[config.mk]
export PLATFORM = sky130hd
export DESIGN_NAME = card_click_locator
export DESIGN_NICKNAME = d
export VERILOG_FILES = /design/src/rtl/card_click_locator_pkg.sv /design/src/rtl/card_click_locator_hit_test.sv /design/src/rtl/card_click_locator.sv
export SDC_FILE = /design/constraint.sdc
export NUM_CORES = 1
export LEC_CHECK = 0
export ABC_AREA = 1
export BUFFER_PORTS_ARGS = -buffer_cell sky130_fd_sc_hd__buf_2
export CELL_PAD_IN_SITES_DETAIL_PLACEMENT = 0
export CELL_PAD_IN_SITES_GLOBAL_PLACEMENT = 2
export CORE_MARGIN = 2
export CORE_UTILIZATION = 35
export CTS_BUF_LIST = sky130_fd_sc_hd__clkbuf_4
export CTS_CLUSTER_DIAMETER = 40
export DETAILED_ROUTE_END_ITERATION = 7
export GPL_ROUTABILITY_DRIVEN = 1
export PLACE_DENSITY = 0.74
export SLEW_MARGIN = 15
export SYNTH_ARGS = -nofsm -noshare
export SYNTH_HDL_FRONTEND = slang
export SYNTH_HIERARCHICAL = 1
export SYNTH_SLANG_ARGS = --single-unit
[constraint.sdc]
create_clock -name clk_i -period 10.5 [get_ports clk_i]
set_clock_uncertainty 0.05 [all_clocks]
set_input_delay 1.05 -clock clk_i [delete_from_list [all_inputs] [get_ports clk_i]]
set_output_delay 1.05 -clock clk_i [all_outputs]
set_load 0.02 [all_outputs]
[src/rtl/card_click_locator_pkg.sv]
// Shared constants and types for the card click locator: table geometry,
// position word layout, board sizes and the locator state encoding.
package card_click_locator_pkg;

    localparam int MAX_CARDS  = 16;
    localparam int IDX_W      = 4;
    localparam int NUM_W      = 5;
    localparam int LOAD_DELAY = 2;
    localparam int COORD_W    = 10;
    localparam int POS_W      = 2 * COORD_W;
    localparam int CNT_W      = $clog2(LOAD_DELAY + 1);

    // {y,x} = {1023,1023}: marks an unused table entry, never hit
    localparam logic [POS_W-1:0] POS_SENTINEL = {POS_W{1'b1}};

    localparam logic [NUM_W-1:0] CARD_NUM_EASY   = 5'd8;
    localparam logic [NUM_W-1:0] CARD_NUM_NORMAL = 5'd12;
    localparam logic [NUM_W-1:0] CARD_NUM_HARD   = 5'd16;

    localparam logic [COORD_W-1:0] CARD_W_EASY   = 10'd208;
    localparam logic [COORD_W-1:0] CARD_H_EASY   = 10'd150;
    localparam logic [COORD_W-1:0] CARD_W_NORMAL = 10'd160;
    localparam logic [COORD_W-1:0] CARD_H_NORMAL = 10'd120;
    localparam logic [COORD_W-1:0] CARD_W_HARD   = 10'd208;
    localparam logic [COORD_W-1:0] CARD_H_HARD   = 10'd150;

    typedef enum logic [2:0] {
        ST_IDLE,
        ST_REQ,
        ST_WAIT,
        ST_LOAD,
        ST_READY,
        ST_SCAN
    } state_t;

    function automatic logic [NUM_W-1:0] clamp_cards(input logic [NUM_W-1:0] n);
        return (n > NUM_W'(MAX_CARDS)) ? NUM_W'(MAX_CARDS) : n;
    endfunction

endpackage

[src/rtl/card_click_locator_hit_test.sv]
// Combinational point-in-rectangle test; also used by the hover highlight.
// Right/bottom edges are formed at 11 bits so cards near 1023 cannot wrap.
module card_hit_test
    import card_click_locator_pkg::*;
(
    input  logic [COORD_W-1:0] x_i,
    input  logic [COORD_W-1:0] y_i,
    input  logic [COORD_W-1:0] ex_i,
    input  logic [COORD_W-1:0] ey_i,
    input  logic [COORD_W-1:0] w_i,
    input  logic [COORD_W-1:0] h_i,
    output logic               hit_o
);

    logic [COORD_W:0] x_end;
    logic [COORD_W:0] y_end;

    assign x_end = {1'b0, ex_i} + {1'b0, w_i};
    assign y_end = {1'b0, ey_i} + {1'b0, h_i};

    assign hit_o = (x_i >= ex_i) && ({1'b0, x_i} < x_end) &&
                   (y_i >= ey_i) && ({1'b0, y_i} < y_end);

endmodule

[src/rtl/card_click_locator.sv]
// Loads card top-left corners from the position generator into a table,
// then resolves each accepted click to a card index by a one-entry-per-cycle scan.
//
// state | meaning
// IDLE  | no table loaded, clicks ignored
// REQ   | read_all_positions pulse to the generator
// WAIT  | generator latency before the first position word
// LOAD  | one position word written per cycle
// READY | table valid, waiting for a click
// SCAN  | comparing the latched pointer against one entry per cycle
module card_click_locator
    import card_click_locator_pkg::*;
(
    input  logic               clk_i,
    input  logic               rst_n_i,
    input  logic               start_load_i,
    input  logic [NUM_W-1:0]   num_of_cards_i,
    input  logic [COORD_W-1:0] card_w_i,
    input  logic [COORD_W-1:0] card_h_i,
    output logic               read_all_positions_o,
    input  logic [POS_W-1:0]   yx_card_position_i,
    output logic               table_ready_o,
    input  logic               click_i,
    input  logic [COORD_W-1:0] mouse_xpos_i,
    input  logic [COORD_W-1:0] mouse_ypos_i,
    output logic               pick_valid_o,
    output logic               pick_hit_o,
    output logic [IDX_W-1:0]   pick_idx_o
);

    state_t             state_q, state_d;
    logic [NUM_W-1:0]   n_q, n_d;
    logic [CNT_W-1:0]   cnt_q, cnt_d;
    logic [IDX_W-1:0]   wr_ptr_q, wr_ptr_d;
    logic [IDX_W-1:0]   rd_ptr_q, rd_ptr_d;
    logic [COORD_W-1:0] mx_q, mx_d, my_q, my_d, w_q, w_d, h_q, h_d;
    logic               ready_q, ready_d;
    logic               pv_q, pv_d, hit_q, hit_d;
    logic [IDX_W-1:0]   idx_q, idx_d;
    logic [POS_W-1:0]   tbl_q [MAX_CARDS];
    logic               tbl_clr, tbl_we;
    logic [POS_W-1:0]   entry;
    logic               rect_hit, entry_hit;

    assign entry = tbl_q[rd_ptr_q];

    card_hit_test u_hit (
        .x_i   (mx_q),
        .y_i   (my_q),
        .ex_i  (entry[COORD_W-1:0]),
        .ey_i  (entry[POS_W-1:COORD_W]),
        .w_i   (w_q),
        .h_i   (h_q),
        .hit_o (rect_hit)
    );

    assign entry_hit = rect_hit && (entry != POS_SENTINEL);

    always_comb begin
        state_d  = state_q;
        n_d      = n_q;
        cnt_d    = cnt_q;
        wr_ptr_d = wr_ptr_q;
        rd_ptr_d = rd_ptr_q;
        mx_d     = mx_q;
        my_d     = my_q;
        w_d      = w_q;
        h_d      = h_q;
        pv_d     = 1'b0;
        hit_d    = hit_q;
        idx_d    = idx_q;
        tbl_clr  = 1'b0;
        tbl_we   = 1'b0;
        ready_d  = ((state_q == ST_READY) || (state_q == ST_SCAN)) && !start_load_i;

        if (start_load_i) begin
            n_d     = clamp_cards(num_of_cards_i);
            tbl_clr = 1'b1;
            state_d = ST_REQ;
        end else begin
            unique case (state_q)
                ST_IDLE: ;
                // REQ itself accounts for one cycle of the generator latency
                ST_REQ: begin
                    cnt_d   = CNT_W'(LOAD_DELAY - 1);
                    state_d = ST_WAIT;
                end
                ST_WAIT: begin
                    cnt_d = cnt_q - 1'b1;
                    if (cnt_q <= CNT_W'(1)) begin
                        cnt_d    = '0;
                        wr_ptr_d = '0;
                        state_d  = (n_q == '0) ? ST_READY : ST_LOAD;
                    end
                end
                ST_LOAD: begin
                    tbl_we   = 1'b1;
                    wr_ptr_d = wr_ptr_q + 1'b1;
                    if ({1'b0, wr_ptr_q} == n_q - 1'b1)
                        state_d = ST_READY;
                end
                ST_READY: begin
                    if (click_i && ready_q && !pv_q) begin
                        mx_d     = mouse_xpos_i;
                        my_d     = mouse_ypos_i;
                        w_d      = card_w_i;
                        h_d      = card_h_i;
                        rd_ptr_d = '0;
                        if (n_q == '0) begin
                            pv_d  = 1'b1;
                            hit_d = 1'b0;
                            idx_d = '0;
                        end else begin
                            state_d = ST_SCAN;
                        end
                    end
                end
                ST_SCAN: begin
                    if (entry_hit) begin
                        pv_d    = 1'b1;
                        hit_d   = 1'b1;
                        idx_d   = rd_ptr_q;
                        state_d = ST_READY;
                    end else if ({1'b0, rd_ptr_q} == n_q - 1'b1) begin
                        pv_d    = 1'b1;
                        hit_d   = 1'b0;
                        idx_d   = '0;
                        state_d = ST_READY;
                    end else begin
                        rd_ptr_d = rd_ptr_q + 1'b1;
                    end
                end
                default: state_d = ST_IDLE;
            endcase
        end
    end

    always_ff @(posedge clk_i or negedge rst_n_i) begin
        if (!rst_n_i) begin
            state_q  <= ST_IDLE;
            n_q      <= '0;
            cnt_q    <= '0;
            wr_ptr_q <= '0;
            rd_ptr_q <= '0;
            mx_q     <= '0;
            my_q     <= '0;
            w_q      <= '0;
            h_q      <= '0;
            ready_q  <= 1'b0;
            pv_q     <= 1'b0;
            hit_q    <= 1'b0;
            idx_q    <= '0;
        end else begin
            state_q  <= state_d;
            n_q      <= n_d;
            cnt_q    <= cnt_d;
            wr_ptr_q <= wr_ptr_d;
            rd_ptr_q <= rd_ptr_d;
            mx_q     <= mx_d;
            my_q     <= my_d;
            w_q      <= w_d;
            h_q      <= h_d;
            ready_q  <= ready_d;
            pv_q     <= pv_d;
            hit_q    <= hit_d;
            idx_q    <= idx_d;
        end
    end

    always_ff @(posedge clk_i or negedge rst_n_i) begin
        if (!rst_n_i) begin
            for (int i = 0; i < MAX_CARDS; i++) tbl_q[i] <= POS_SENTINEL;
        end else if (tbl_clr) begin
            for (int i = 0; i < MAX_CARDS; i++) tbl_q[i] <= POS_SENTINEL;
        end else if (tbl_we) begin
            tbl_q[wr_ptr_q] <= yx_card_position_i;
        end
    end

    assign read_all_positions_o = (state_q == ST_REQ);
    assign table_ready_o        = ready_q;
    assign pick_valid_o         = pv_q;
    assign pick_hit_o           = hit_q;
    assign pick_idx_o           = idx_q;

endmodule

==> results.toml, run 1 <==
[yosys]
ys_warn_count = 6
synthCells = 2501
synth_cell_types = 46
syn-num-nets = 2636
synth_area_leaders = "dfstp_2 (41%), nand2_1 (8.2%), dfrtp_1 (8.0%)"
ys.flop_type = "dfstp_2"
seq_area_frac_synth = 0.4912
yosys.area.top_type = "dfstp_2"
syn-cell-area_um2 = 20430
synth_edf_count = 0
syn_avg_cell_area_um2 = 8.168
ys_seq_elements = 385
async_flop_share = 1.000
synth_top_area_share = 0.4116

[critical_path]
crit_path_max_incr_delay_ps = 710
worstPathMaxFanout = 66
cp-start-kind = "flop"
cp.required_ps = 11220
cp_common_cell = "nand2_1"
cp-end-kind = "flop"
arrival_ps = 6440
critical_path.slowest_cell = "buf_4"
crit_type = "flop to flop"
reg2reg_slack_ps = 4780

[detailed_routing]
wl_per_cell_um = 18.30
drt_wl_total_um = 62430
drc = 0
routed_via_density = 4.903
ant_nets = 0
via_count = 16730
drtIter0Drc = 788
drt_pass1_iterations = 5

[die]
die_height_um = 245.6
core_um2 = 57700
num_io_pins = 77
dieArea_um2 = 60310
num_rows = 88
die_w_um = 245.6
initial_core_util = 0.3541

[clock_tree]
holdBufCountCts = 0
clkTransAtPathRegs_ps = 70
post_cts_resized = 0
clock_sinks = 385
cts_setup_buffers = 0
clockRootBuffer = "clkbuf_4"
h-tree-depth = 3
clk_latency_ps = 890
cts_max_path_buffers = 3
numCtsBuffers = 112
tritoncts = "yes"

[placement]
place.gp.congestion = 0.8248
placed_cell_area_um2 = 21380
place_hpwl_um = 36700
dpl_worst_slack_ps = 4708
port_buffers = 76

[power_and_ir_drop]
vdd_drop_max_mv = 0.09867
power_mw = 4.275
power.leakage_nw = 10.75
power_density_nw_per_um2 = 187.3

[global_route]
grt_pass1_vias = 16850
grt_pass1_wl_um = 97410
track_usage = 0.2114
grt_start_max_net_pins = 167
overflow = 0
antenna_found_initial = 2

[timing]
finalCritPeriodShare = 0.5443
relSlewSlack = 0.2022
fin_hold_ws_ps = 169.7
fin_tns_setup_ps = 0
hold_viol_final = 0
tightest_slew_ps = 1192
setup_viol = 0
fmax_mhz = 175.0
rsz0062_at_grt = "false"
finalWorstSetupSlack_ps = 4785
fin_crit_ps = 5715
slew_viol_final = 0

[run_status]
status = "completed"

[layout]
multi_input_area_um2 = 8945
n_fill_cell = 6043
regArea_um2 = 10040
area_delta_synth_final_pct = 11.71
fin_area_um2 = 22820
drive_above_1_share = 0.2623
nNetsFinal = 2697

[job]
cap_violations = 0

[hold_path]
min_path_type = "input pin to asynchronous set/reset pin"
[layout by cell type, fill, tap and decap left out, drive strengths merged, types with 2 or more instances in the layout]
| cell type | synthesis | routed |
|---|---|---|
| clkbuf | 88 | 164 |
| fa | 2 | 2 |
| inv | 205 | 205 |
| dfstp | 320 | 320 |
| o211ai | 37 | 37 |
| o21bai | 3 | 3 |
| a31oi | 6 | 6 |
| buf | 73 | 108 |
| nor3 | 30 | 30 |
| a21oi | 308 | 308 |
| dfrtp | 65 | 65 |
| bufinv | 0 | 2 |
| nand4 | 8 | 8 |
| nand2 | 453 | 453 |
| or2 | 14 | 14 |
| nand3b | 2 | 2 |
| ha | 64 | 64 |
| xnor2 | 9 | 9 |
| nand3 | 199 | 199 |
| clkinv | 4 | 33 |
| o21a | 2 | 2 |
| xor2 | 18 | 18 |
| clkinvlp | 0 | 3 |
| o21ai | 117 | 117 |
| a21o | 3 | 3 |
| nor2 | 415 | 415 |
| o31ai | 11 | 11 |
| mux2 | 40 | 40 |
[metal layers]
metal	wire length (um)	vias to the layer above	GRT usage
li1	-	8326	-
met1	29140	7939	0.2772
met2	29420	345	0.3555
met3	2370	118	0.03470
met4	1503	0	0.06667
met5	0	-	0
[cell type report]
| type | count | share of cell area |
|---|---|---|
| multi-input cells | 1746 | 0.3920 |
| well taps | 765 | 0.04194 |
| inverters | 209 | 0.03454 |
| clock buffers | 164 | 0.05395 |
| diodes | 1 | 0.0001097 |
| repair buffers | 108 | 0.02873 |
| flip-flops and latches | 385 | 0.4400 |
| clock inverters | 34 | 0.008772 |
[final timing paths]
kind | cells after the start | from | endpoint
worst max-delay path | 31 | rd_ptr_q[0]$_DFFE_PN0P_ | pick_idx_o[2]$_DFFE_PN0P_
worst min-delay path | 1 | rst_n_i | mx_q[1]$_DFFE_PN0P_
worst max register to register | 31 | rd_ptr_q[0]$_DFFE_PN0P_ | pick_idx_o[2]$_DFFE_PN0P_
worst min register to register | 2 | tbl_q[224]$_DFFE_PN1P_ | tbl_q[224]$_DFFE_PN1P_
max in group asynchronous | 3 | rst_n_i | wr_ptr_q[1]$_DFFE_PN0P_
min in group clk_i | 2 | card_h_i[8] | h_q[8]$_DFFE_PN0P_
[where the power goes]
part / switching [mW] / leakage (nW) / internal, mW
sequential: 0.102 / 4.25 / 1.74
clock: 0.673 / 0.841 / 0.759
combinational: 0.693 / 5.65 / 0.306
total: 1.47 / 10.7 / 2.81
[per-stage QoR]
step / instances / utilization
3_3_place_gp: 3213 / 0.3706
2_1_floorplan: 2501 / -
5_1_grt: 3412 / 0.3955
3_5_place_dp: 3213 / 0.3706
4_1_cts: 3411 / 0.3955
6_report: 3412 / 0.3955
[critical path: cells and delay by family (launching register included)]
family / cells / cell delay, ps
AND/OR/NAND/NOR: 20 / 1970
XOR/XNOR: 1 / 160
adder cells (fa/ha/maj): 2 / 600
flip-flops: 1 / 650
buffers and inverters: 4 / 1410
AO/OA/AOI/OAI: 4 / 690
[kinds of logic after synthesis]
family | count (synthesis) | synth area share
flip-flops | 385 | 0.4912
buffers and inverters | 370 | 0.07717
XOR/XNOR | 27 | 0.01158
multiplexers | 40 | 0.02205
AO/OA/AOI/OAI | 489 | 0.1309
AND/OR/NAND/NOR | 1124 | 0.2259
adder cells (fa/ha/maj) | 66 | 0.04116
[flip-flops by register name, summed over array words and instances (netlist names)]
register / flops
pick_hit_o: 1
w_q: 10
wr_ptr_q: 4
state_q: 3
mx_q: 10
pick_idx_o: 4
rd_ptr_q: 4
my_q: 10
pick_valid_o: 1
tbl_q: 320
table_ready_o: 1
n_q: 5
h_q: 10
cnt_q: 2
[cells in the mapped netlist (2+ instances only)]
master,n
nand2_1,448
nor2_1,411
dfstp_2,320
a21oi_1,303
inv_1,202
nand3_1,198
o21ai_0,100
clkbuf_1,88
dfrtp_1,65
ha_1,64
buf_2,43
mux2_2,40
o211ai_1,37
nor3_1,29
xor2_1,18
o21ai_1,16
or2_2,14
buf_6,13
buf_1,10
o31ai_2,9
xnor2_1,9
nand4_1,8
a31oi_1,6
buf_4,6
a21oi_2,5
nand2_2,5
clkinv_1,4
nor2_2,4
a21o_1,3
fa_1,2
inv_2,2
nand3b_1,2
o21a_1,2
o21bai_1,2
o31ai_1,2
Power figures use the tool's default switching activity.
==> run 2, diff against run 1 <==
clock period = 5.44 ns   (was 10.5 ns; I/O delays follow)
==> run 2 against run 1 <==
Net effect: worst setup slack lost 4200 ps; die area is the same; clock power grew 92%; combinational power grew 100%; global-route usage is essentially flat; fmax grew 19%; via count grew 2.0%; first-iteration DRC count grew 28%; non-clock buffer count grew 96; critical path type unchanged; largest cell class unchanged; largest power group unchanged.
==> results.toml, run 2 (synthesized netlist as in run 1, its figures left out) <==
[layout]
nNetsFinal = 2796
area_delta_synth_final_pct = 16.78
max_flop_register = "tbl_q"
drive_above_1_share = 0.2643
final_common_cell = "nand2_1"
post-route-util = 0.4135
mostFrequentLayoutCells = "nand2_1 (447), nor2_1 (406), dfstp_2 (320)"
largest_reg_flops = 320

[critical_path]
critical_path.slowest_cell = "dfrtp_4"
crit_type = "flop to flop"
reg2reg_slack_ps = 630
cp_common_cell = "nand2_1"
cp_top_family = "simple AND/OR/NAND/NOR gates"
cp-start-kind = "flop"
crit_path_max_incr_delay_ps = 580
r2r_end = "pick_idx_o[0]$_DFFE_PN0P_"
r2r_cells = 25
cp-end-kind = "flop"
cp.required_ps = 6160
rr_startpoint = "rd_ptr_q[0]$_DFFE_PN0P_"
arrival_ps = 5530
crit_buf_inv = 4
worstPathMaxFanout = 22

[job]
cap_violations = 0

[detailed_routing]
via_count = 17060
wl_per_cell_um = 17.71
ant_nets = 0
drc = 0
routed_via_density = 4.846
drtIter0Drc = 1011
drt_pass1_iterations = 5
drt_wl_total_um = 62330

[die]
die_height_um = 245.6
dieArea_um2 = 60310
num_rows = 88
initial_core_util = 0.3541
core_um2 = 57700
num_io_pins = 77
die_w_um = 245.6

[power_and_ir_drop]
vdd_drop_max_mv = 0.1455
power.leakage_nw = 11.22
power_mw = 8.320
power_density_nw_per_um2 = 348.8

[global_route]
grt_pass1_wl_um = 98410
track_usage = 0.2115
antenna_found_initial = 1
grt_pass1_vias = 17300
grt_start_max_net_pins = 122
overflow = 0

[timing]
setup_viol = 0
relSlewSlack = 0.2094
fin_tns_setup_ps = 0
hold_viol_final = 0
fin_crit_ps = 4811
finalCritPeriodShare = 0.8843
slew_viol_final = 0
fmax_mhz = 207.9
tightest_slew_ps = 1182
rsz0062_at_grt = "false"

[clock_tree]
clkTransAtPathRegs_ps = 70
cts_setup_buffers = 0
clk_latency_ps = 880
h-tree-depth = 3
numCtsBuffers = 115
clockRootBuffer = "clkbuf_4"
cts_max_path_buffers = 3
tritoncts = "yes"
clock_sinks = 385

[placement]
place.gp.congestion = 0.8150
place_hpwl_um = 38700
port_buffers = 76

[hold_path]
min_path_type = "input pin to asynchronous set/reset pin"

[run_status]
status = "completed"
run 2: worst max-delay path by stage:
stage                                  startpoint                        end  cells after the start
after floorplan           rd_ptr_q[0]$_DFFE_PN0P_  pick_idx_o[2]$_DFFE_PN0P_                     25
after global placement    rd_ptr_q[0]$_DFFE_PN0P_  pick_idx_o[3]$_DFFE_PN0P_                     25
after detailed placement  rd_ptr_q[0]$_DFFE_PN0P_  pick_idx_o[0]$_DFFE_PN0P_                     30
after CTS                 rd_ptr_q[0]$_DFFE_PN0P_  pick_idx_o[0]$_DFFE_PN0P_                     30
after global routing      rd_ptr_q[0]$_DFFE_PN0P_  pick_idx_o[0]$_DFFE_PN0P_                     31
final                     rd_ptr_q[0]$_DFFE_PN0P_  pick_idx_o[0]$_DFFE_PN0P_                     25
run 2: worst reg2reg max path, stage by stage (launching register included):
cell      delay [ps]
dfrtp_4          580
inv_4            270
buf_4            350
buf_4            240
nand2_1           60
o211ai_1          70
nand3_1           90
nand3_1          170
nand2_1          220
ha_1             420
nand2_1          100
nor3_1           270
nand3_1          150
nand4_1          150
xnor2_1          140
ha_1             250
nand2_1           60
nand2_1           40
nand2_1           50
nand2_1           40
nor2_1            80
inv_1             50
o21bai_2         290
nor2_1           300
nand3_1          130
nand2_1           90
run 2: power by group:
group | switching [mW] | total [mW] | internal (mW)
sequential | 0.184 | 3.55 | 3.36
clock | 1.31 | 2.75 | 1.44
combinational | 1.36 | 2.02 | 0.658
run 2: layout make-up:
| class | instances | area, um^2 |
|---|---|---|
| fill | 5934 | 33840 |
| sequential | 385 | 10040 |
| multi-input combinational | 1746 | 8955 |
| timing repair buffer | 204 | 1652 |
| clock buffer | 172 | 1291 |
| tap | 765 | 957.2 |
| inverter | 209 | 788.3 |
| clock inverter | 38 | 168.9 |
| antenna | 1 | 2.502 |
run 2: per-stage QoR:
step / cells / setup slack [ps] / area (um^2) / hold WS, ps
floorplan: 2501 / 1640 / 20430 / 198.4
CTS: 3519 / 588.3 / 23840 / 238.3
finish: 3520 / 629.2 / 23860 / 278.0
global route: 3520 / 154.4 / 23860 / 287.0
detailed placement: 3234 / 655.9 / 21630 / 409.6
global placement: 3234 / 652.9 / 21630 / 412.4
run 2: routing by layer:
layer  wire, um  track usage
met5          0            0
met1      29230       0.2800
met3       2404      0.03547
met4       1338      0.06381
met2      29360       0.3533
run 2: timing repair:
item	4_1_cts	5_1_grt
hold endpoints to repair	101	0
hold buffers	75	0
gates resized for setup	0	0
